==> src/rtl/counter_sched_pkg.sv <==
// rtl/counter_sched_pkg.sv - shared types and constants for the counter scheduler
package counter_sched_pkg;

    localparam int WIDTH_DEFAULT = 4;
    localparam int N_REQ         = 2;

    typedef enum logic [1:0] {
        IDLE = 2'd0,
        RUN  = 2'd1,
        DONE = 2'd2
    } state_t;

endpackage

==> src/rtl/counter_core.sv <==
// rtl/counter_core.sv - shared count register with synchronous clear and enable
module counter_core
    import counter_sched_pkg::*;
#(
    parameter int WIDTH = WIDTH_DEFAULT
) (
    input  logic             clk,
    input  logic             clear,
    input  logic             enable,
    output logic [WIDTH-1:0] count
);

    // Clear wins over enable so reset and IDLE entry always land on zero.
    always_ff @(posedge clk) begin
        if (clear) begin
            count <= '0;
        end else if (enable) begin
            count <= count + 1'b1;
        end
    end

endmodule

==> src/rtl/counter_sched.sv <==
// rtl/counter_sched.sv - two-requester round-robin owner of a shared terminal counter
module counter_sched
    import counter_sched_pkg::*;
#(
    parameter int WIDTH = WIDTH_DEFAULT
) (
    input  logic             clk,
    input  logic             reset,
    input  logic [N_REQ-1:0] req,
    input  logic [WIDTH-1:0] len0,
    input  logic [WIDTH-1:0] len1,
    output logic [N_REQ-1:0] grant,
    output logic [N_REQ-1:0] done,
    output logic             busy,
    output logic [WIDTH-1:0] count
);

    state_t             state, state_next;
    logic [N_REQ-1:0]   grant_next, done_next;
    logic [WIDTH-1:0]   target, target_next;
    logic               last, last_next;
    logic               win;
    logic               clear, enable;

    counter_core #(.WIDTH(WIDTH)) u_core (
        .clk    (clk),
        .clear  (clear),
        .enable (enable),
        .count  (count)
    );

    always_comb begin
        state_next  = state;
        grant_next  = grant;
        done_next   = '0;
        target_next = target;
        last_next   = last;
        clear       = 1'b0;
        enable      = 1'b0;
        // last holds the index granted most recently; a tie goes to the other one
        win         = (req == 2'b11) ? ~last : req[1];

        unique case (state)
            IDLE: begin
                clear = 1'b1;
                if (|req) begin
                    state_next  = RUN;
                    grant_next  = win ? 2'b10 : 2'b01;
                    target_next = win ? len1 : len0;
                    last_next   = win;
                end
            end
            RUN: begin
                if (!req[grant[1]]) begin
                    state_next = IDLE;
                    grant_next = '0;
                    clear      = 1'b1;
                end else if (count == target) begin
                    state_next = DONE;
                    done_next  = grant;
                end else begin
                    enable = 1'b1;
                end
            end
            DONE: begin
                state_next = IDLE;
                grant_next = '0;
                clear      = 1'b1;
            end
            default: begin
                state_next = IDLE;
                grant_next = '0;
                clear      = 1'b1;
            end
        endcase

        if (!reset) begin
            clear  = 1'b1;
            enable = 1'b0;
        end
    end

    always_ff @(posedge clk) begin
        if (!reset) begin
            state  <= IDLE;
            grant  <= '0;
            done   <= '0;
            busy   <= 1'b0;
            target <= '0;
            last   <= 1'b1;
        end else begin
            state  <= state_next;
            grant  <= grant_next;
            done   <= done_next;
            busy   <= (state_next != IDLE);
            target <= target_next;
            last   <= last_next;
        end
    end

endmodule

==> config.mk <==
export PLATFORM = sky130hd
export DESIGN_NAME = counter_sched
export DESIGN_NICKNAME = d
export VERILOG_FILES = /design/src/rtl/counter_sched_pkg.sv /design/src/rtl/counter_core.sv /design/src/rtl/counter_sched.sv
export SDC_FILE = /design/constraint.sdc
export NUM_CORES = 1
export LEC_CHECK = 0
export ABC_AREA = 1
export CORE_MARGIN = 2
export CORE_UTILIZATION = 49
export CTS_CLUSTER_DIAMETER = 200
export DETAILED_ROUTE_END_ITERATION = 6
export PLACE_DENSITY_LB_ADDON = 0.25
export SKIP_LAST_GASP = 1
export SLEW_MARGIN = 20
export SYNTH_ARGS = -nofsm -noshare
export SYNTH_HDL_FRONTEND = slang
export SYNTH_SLANG_ARGS = --single-unit
==> constraint.sdc <==
create_clock -name clk -period 3.38 [get_ports clk]
set_clock_uncertainty 0.05 [all_clocks]
set_input_delay 0.507 -clock clk [delete_from_list [all_inputs] [get_ports clk]]
set_output_delay 0.507 -clock clk [all_outputs]
set_load 0.02 [all_outputs]
---- Word level (Yosys, flattened, before mapping) ----
Index checks and enable logic that the tools add are counted.
W data, S select, Z words.
storage, ports and cells
  register bits after elaboration ......... 16
  bits of input ports ..................... 12
  output and inout port bits .............. 9
operators by class
  add/sub/neg operators ................... 1
  order comparisons ....................... 1
  eq/ne operators ......................... 5
  muxes and demuxes ....................... 19
  bitwise operators ....................... 1
  reduce and logical (&&, ||, !) cells .... 6
operators with widths
  kind                   number
  $mux W2                6
  $mux W1                10
  $pmux W2 S2            2
  $add A4 B1 Y4 const B  1
  $eq A4 B4 Y1           1
  $mux W4                1
  $ne A2 B2 Y1 const B   2
  $reduce_and A2 Y1      2
  $reduce_and A4 Y1      1
  $eq A2 B1 Y1 const B   1
  $eq A2 B2 Y1 const B   1
  $logic_not A2 Y1       1
  $lt A1 B2 Y1 const B   1
  $reduce_bool A2 Y1     1
  $reduce_or A2 Y1       1
  $not A1 Y1             1

---- Logic depth before layout (Yosys ltp) ----
  depth after elaboration ................. 5
  mapped depth ............................ 8
  mapped depth without buffers ............ 8

---- Hierarchy ----
A second synthesis with hierarchy kept.
second synthesis, totals
  cells, all modules ...................... 113
  area, all modules ....................... 753.2 um^2
by module, submodules not included
  module         instances  cells each  area an instance (um^2)  seq. area each (um^2)
  counter_sched  1          90          583.1                    240.2
  counter_core   1          23          170.2                    80.1

---- Worst setup path after synthesis ----
Ideal clock, no wire load.
  path type ............................... register to register
  start point ............................. register u_core.count[0]
  end point ............................... register u_core.count[2]
  arrival time ............................ 1.084 ns
  data required time ...................... 3.215 ns
  path slack .............................. 2.130 ns
  stages on the path, launching flop included .. 8
  period minus slack after synthesis ...... 1.250 ns
  cell sequence ........................... dfxtp_1 inv_1 nand2_1 nand2_1 nor2_4 nand2_4 a21oi_1 nor2_1
on the way
  word-level cells in the longest chain between the ends .. 5
  elaborated cells between the ends (all ways) .. 6
RTL lines
  item                    line                 text
  start, declared         counter_core.sv:10   output logic [WIDTH-1:0] count
  start signal, assigned  counter_core.sv:18   count <= count + 1'b1;
  $eq A4 B4 Y1            counter_sched.sv:58  end else if (count == target) begin
  $mux W1                 counter_sched.sv:58
  $mux W1                 counter_sched.sv:54  if (!req[grant[1]]) begin
  $mux W1                 counter_sched.sv:43  unique case (state)
  $mux W1                 counter_sched.sv:77  if (!reset) begin
Parallel ways exist; a longest one is shown, timed or not.
A chain may end at the register's enable or synchronous reset.

---- Worst setup path after layout ----
  start point ............................. register u_core.count[2]
  end point ............................... output port count[2]
RTL lines
  item           line                 text
  end, declared  counter_sched.sv:15  output logic [WIDTH-1:0] count
No word-level cell between the ends.

==> impl_metrics.csv <==
group,metric,value,unit
outcome,status,"finished clean",
floorplan,die_y,43.8,microns
timing,final.min_clock_period,1.93,ns
logic_synthesis,ys_ff_latch,16,
timing,hold_violations,0,
grt,antenna_found_initial,0,
power,seqPwrFrac,0.463,
timing,worstMarginPinSlew,0.245,ns
route,detail_route.wl_per_cell,11.4,microns
route,vias,713,
finish,final-seq-area,320,sq um
cts,cts_made_buffers,3,
cts,ctsHoldBuffers,0,
logic_synthesis,yosysTopAreaCellShare,0.413,
route,first_pass_iters,2,
setup_path,cp_max_fo,5,
route,wirelength,1650,microns
finish,stdcell_count,145,
finish,n_fill_cell,113,
logic_synthesis,ys.flop_type,"dfxtp_1",
cts,cts_setup_buffers,0,
placement,port_buffers,20,
setup_path,cp.required,2.82,ns
setup_path,crit_type,"reg -> out",
logic_synthesis,synth_area_leaders,"dfxtp_1 (41%), nand2_1 (14%), nor2_4 (7.3%)",
logic_synthesis,syn-num-nets,118,
power,power_switching,0.000142,W
floorplan,dieArea,1920,sq um
finish,multi_input_area,392,sq um
setup_path,max_stage_delay,0.64,ns
setup_path,slowest_stage,"clkdlybuf4s50_1",
logic_synthesis,syn_area_per_cell,7.39,sq um
route,top_layer,"met4",
power,clockPowerShare,0.285,
cts,ctsRootBufferMaster,"clkbuf_4",
logic_synthesis,syn_area,776,sq um
floorplan,fp-row-count,14,
timing,drv_slew,0,
logic_synthesis,synthCells,105,
power,p_int,0.000318,W
placement,place.gp.congestion,0.808,
finish,final_layout_size_suffix_gt1_frac,0.163,
logic_synthesis,ys_types,18,
setup_path,crit_path_cell_trace,"clkdlybuf4s50_1",
power,p_leak,0.417,nW
hold_path,min_path_type,"reg -> reg",
timing,period_share,0.572,
cts,clkLatencyLatePin,0.29,ns
setup_path,start_kind,"register",
placement,dp.cells,141,
logic_synthesis,synth.largest_area_cell,"dfxtp_1",
cts,path_clk_slew,0.10,ns
grt,first_global_vias,659,
power,power_density,446,nW/um^2
grt,grt_remaining_overflow,0,
timing,slew_headroom,0.835,
floorplan,fp.dieW,43.8,microns
route,drtIter0Drc,2,
timing,setup_tns,0,ns
logic_synthesis,synth_seq_area_share,0.413,
floorplan,core,1490,sq um
logic_synthesis,synthArstFlopShare,0,
cts,ctsResizeCount,0,
cts,clockBufferDepth,2,
route,postRouteAntennaNets,0,
power,p_comb_frac,0.252,
logic_synthesis,synth_commonest_cells,"nand2_1 (29), dfxtp_1 (16), inv_1 (13)",
logic_synthesis,ys_warn_count,0,
finish,area_growth,33.1,%
route,drc,0,
cts,htreeDepth,1,
finish,fin_util,0.693,
setup_path,end_kind,"primary output",
floorplan,io-pin-count,21,
route,vias_per_cell,4.92,
setup_path,cp.arrival,1.38,ns
setup_path,path_buf_inv,1,
run,maxCapViolations,0,
finish,fin_nets,143,
power,p_sw_frac,0.309,
cts,cts_tree,"built",
finish,num_antenna_cells,0,
logic_synthesis,synth.most_common_cell,"nand2_1",
grt,grt_usage,0.202,
route,route.met3.wl,46,microns
grt,grt_pass1_wl,2720,microns
route,met2_length,866,microns
timing,finalSetupViolations,0,
grt,grt_max_degree,10,
placement,dp_hpwl,1330,microns
route,wirelength_met1,688,microns
floorplan,start_util,0.521,
setup_path,critPathTopFamily,"buffers and inverters",
timing,fmax,517,MHz
timing,rsz0062_at_grt,"no",
power,peakVddDrop,0.289,mV
cts,cts.sinks,16,
logic_synthesis,synth-edff-count,0,
-- worst reg2reg max path, delay by kind of cell, from the launching register on --
kind                   cells  cell delay (ns)
buffers and inverters      1             0.08
flip-flops                 1             0.43
AND/OR/NAND/NOR            6             0.56
-- power by group through the flow --
stage / clock [W] / combinational, W / sequential, W
final: 0.000131 / 0.000116 / 0.000213
after global routing: 0.000140 / 0.000127 / 0.000215
after CTS: 0.000131 / 0.000117 / 0.000213
after detailed placement: 0 / 0.000116 / 0.000218
after global placement: 0 / 0.000113 / 0.000217
after floorplan: 0 / 0.0000707 / 0.000222
-- kinds of logic after synthesis --
logic type / synth area share
AO/OA/AOI/OAI: 0.110
adder cells (fa/ha/maj): 0.0161
buffers and inverters: 0.0823
flip-flops: 0.413
AND/OR/NAND/NOR: 0.379
-- final timing paths --
check,from,endpoint,slack (ns),cells past startpoint
setup reg to reg,u_core.count[0],busy,2.16,7
hold / removal,grant[0],done[0],0.41,2
hold reg to reg,grant[0],done[0],0.41,2
setup / recovery,u_core.count[2],count[2],1.45,1
-- registers in the layout, indices dropped and copies added, names as in the netlist --
name          flops
u_core.count      4
state             2
last              1
target            4
grant             2
done              2
busy              1
-- layout make-up --
type / instances / share of cell area
Clock buffer: 4 / 0.0352
Multi-Input combinational cell: 72 / 0.379
Tap cell: 16 / 0.0194
Timing Repair Buffer: 20 / 0.194
Sequential cell: 16 / 0.310
Inverter: 17 / 0.0618
-- placed cells by master (no fill, tap or decap), types with 3 or more instances in the layout --
cell              n
a21oi_1           7
clkbuf_4          3
clkdlybuf4s50_1  20
dfxtp_1          16
inv_1            13
inv_2             4
nand2_1          29
nand3_1           6
nor2_1            5
nor2_4            5
o211ai_1          4
o21ai_1           4
or2_2             4
-- per-stage QoR --
stage / worst slack [ns] / total power [W] / hold slack, ns / instance area [sq um]
5_1_grt: 1.41 / 0.000482 / 0.441 / 1030
3_5_place_dp: 1.54 / 0.000334 / 0.401 / 996
2_1_floorplan: 2.13 / 0.000293 / 0.379 / 776
6_report: 1.45 / 0.000460 / 0.415 / 1030
3_3_place_gp: 1.57 / 0.000330 / 0.403 / 996
4_1_cts: 1.45 / 0.000461 / 0.415 / 1030
-- metal layers --
layer	vias up	GRT usage
li1	382	-
met1	313	0.213
met2	14	0.344
met3	4	0.0417
met4	0	0.158
met5	-	0
(Power assumes the default switching activity.)
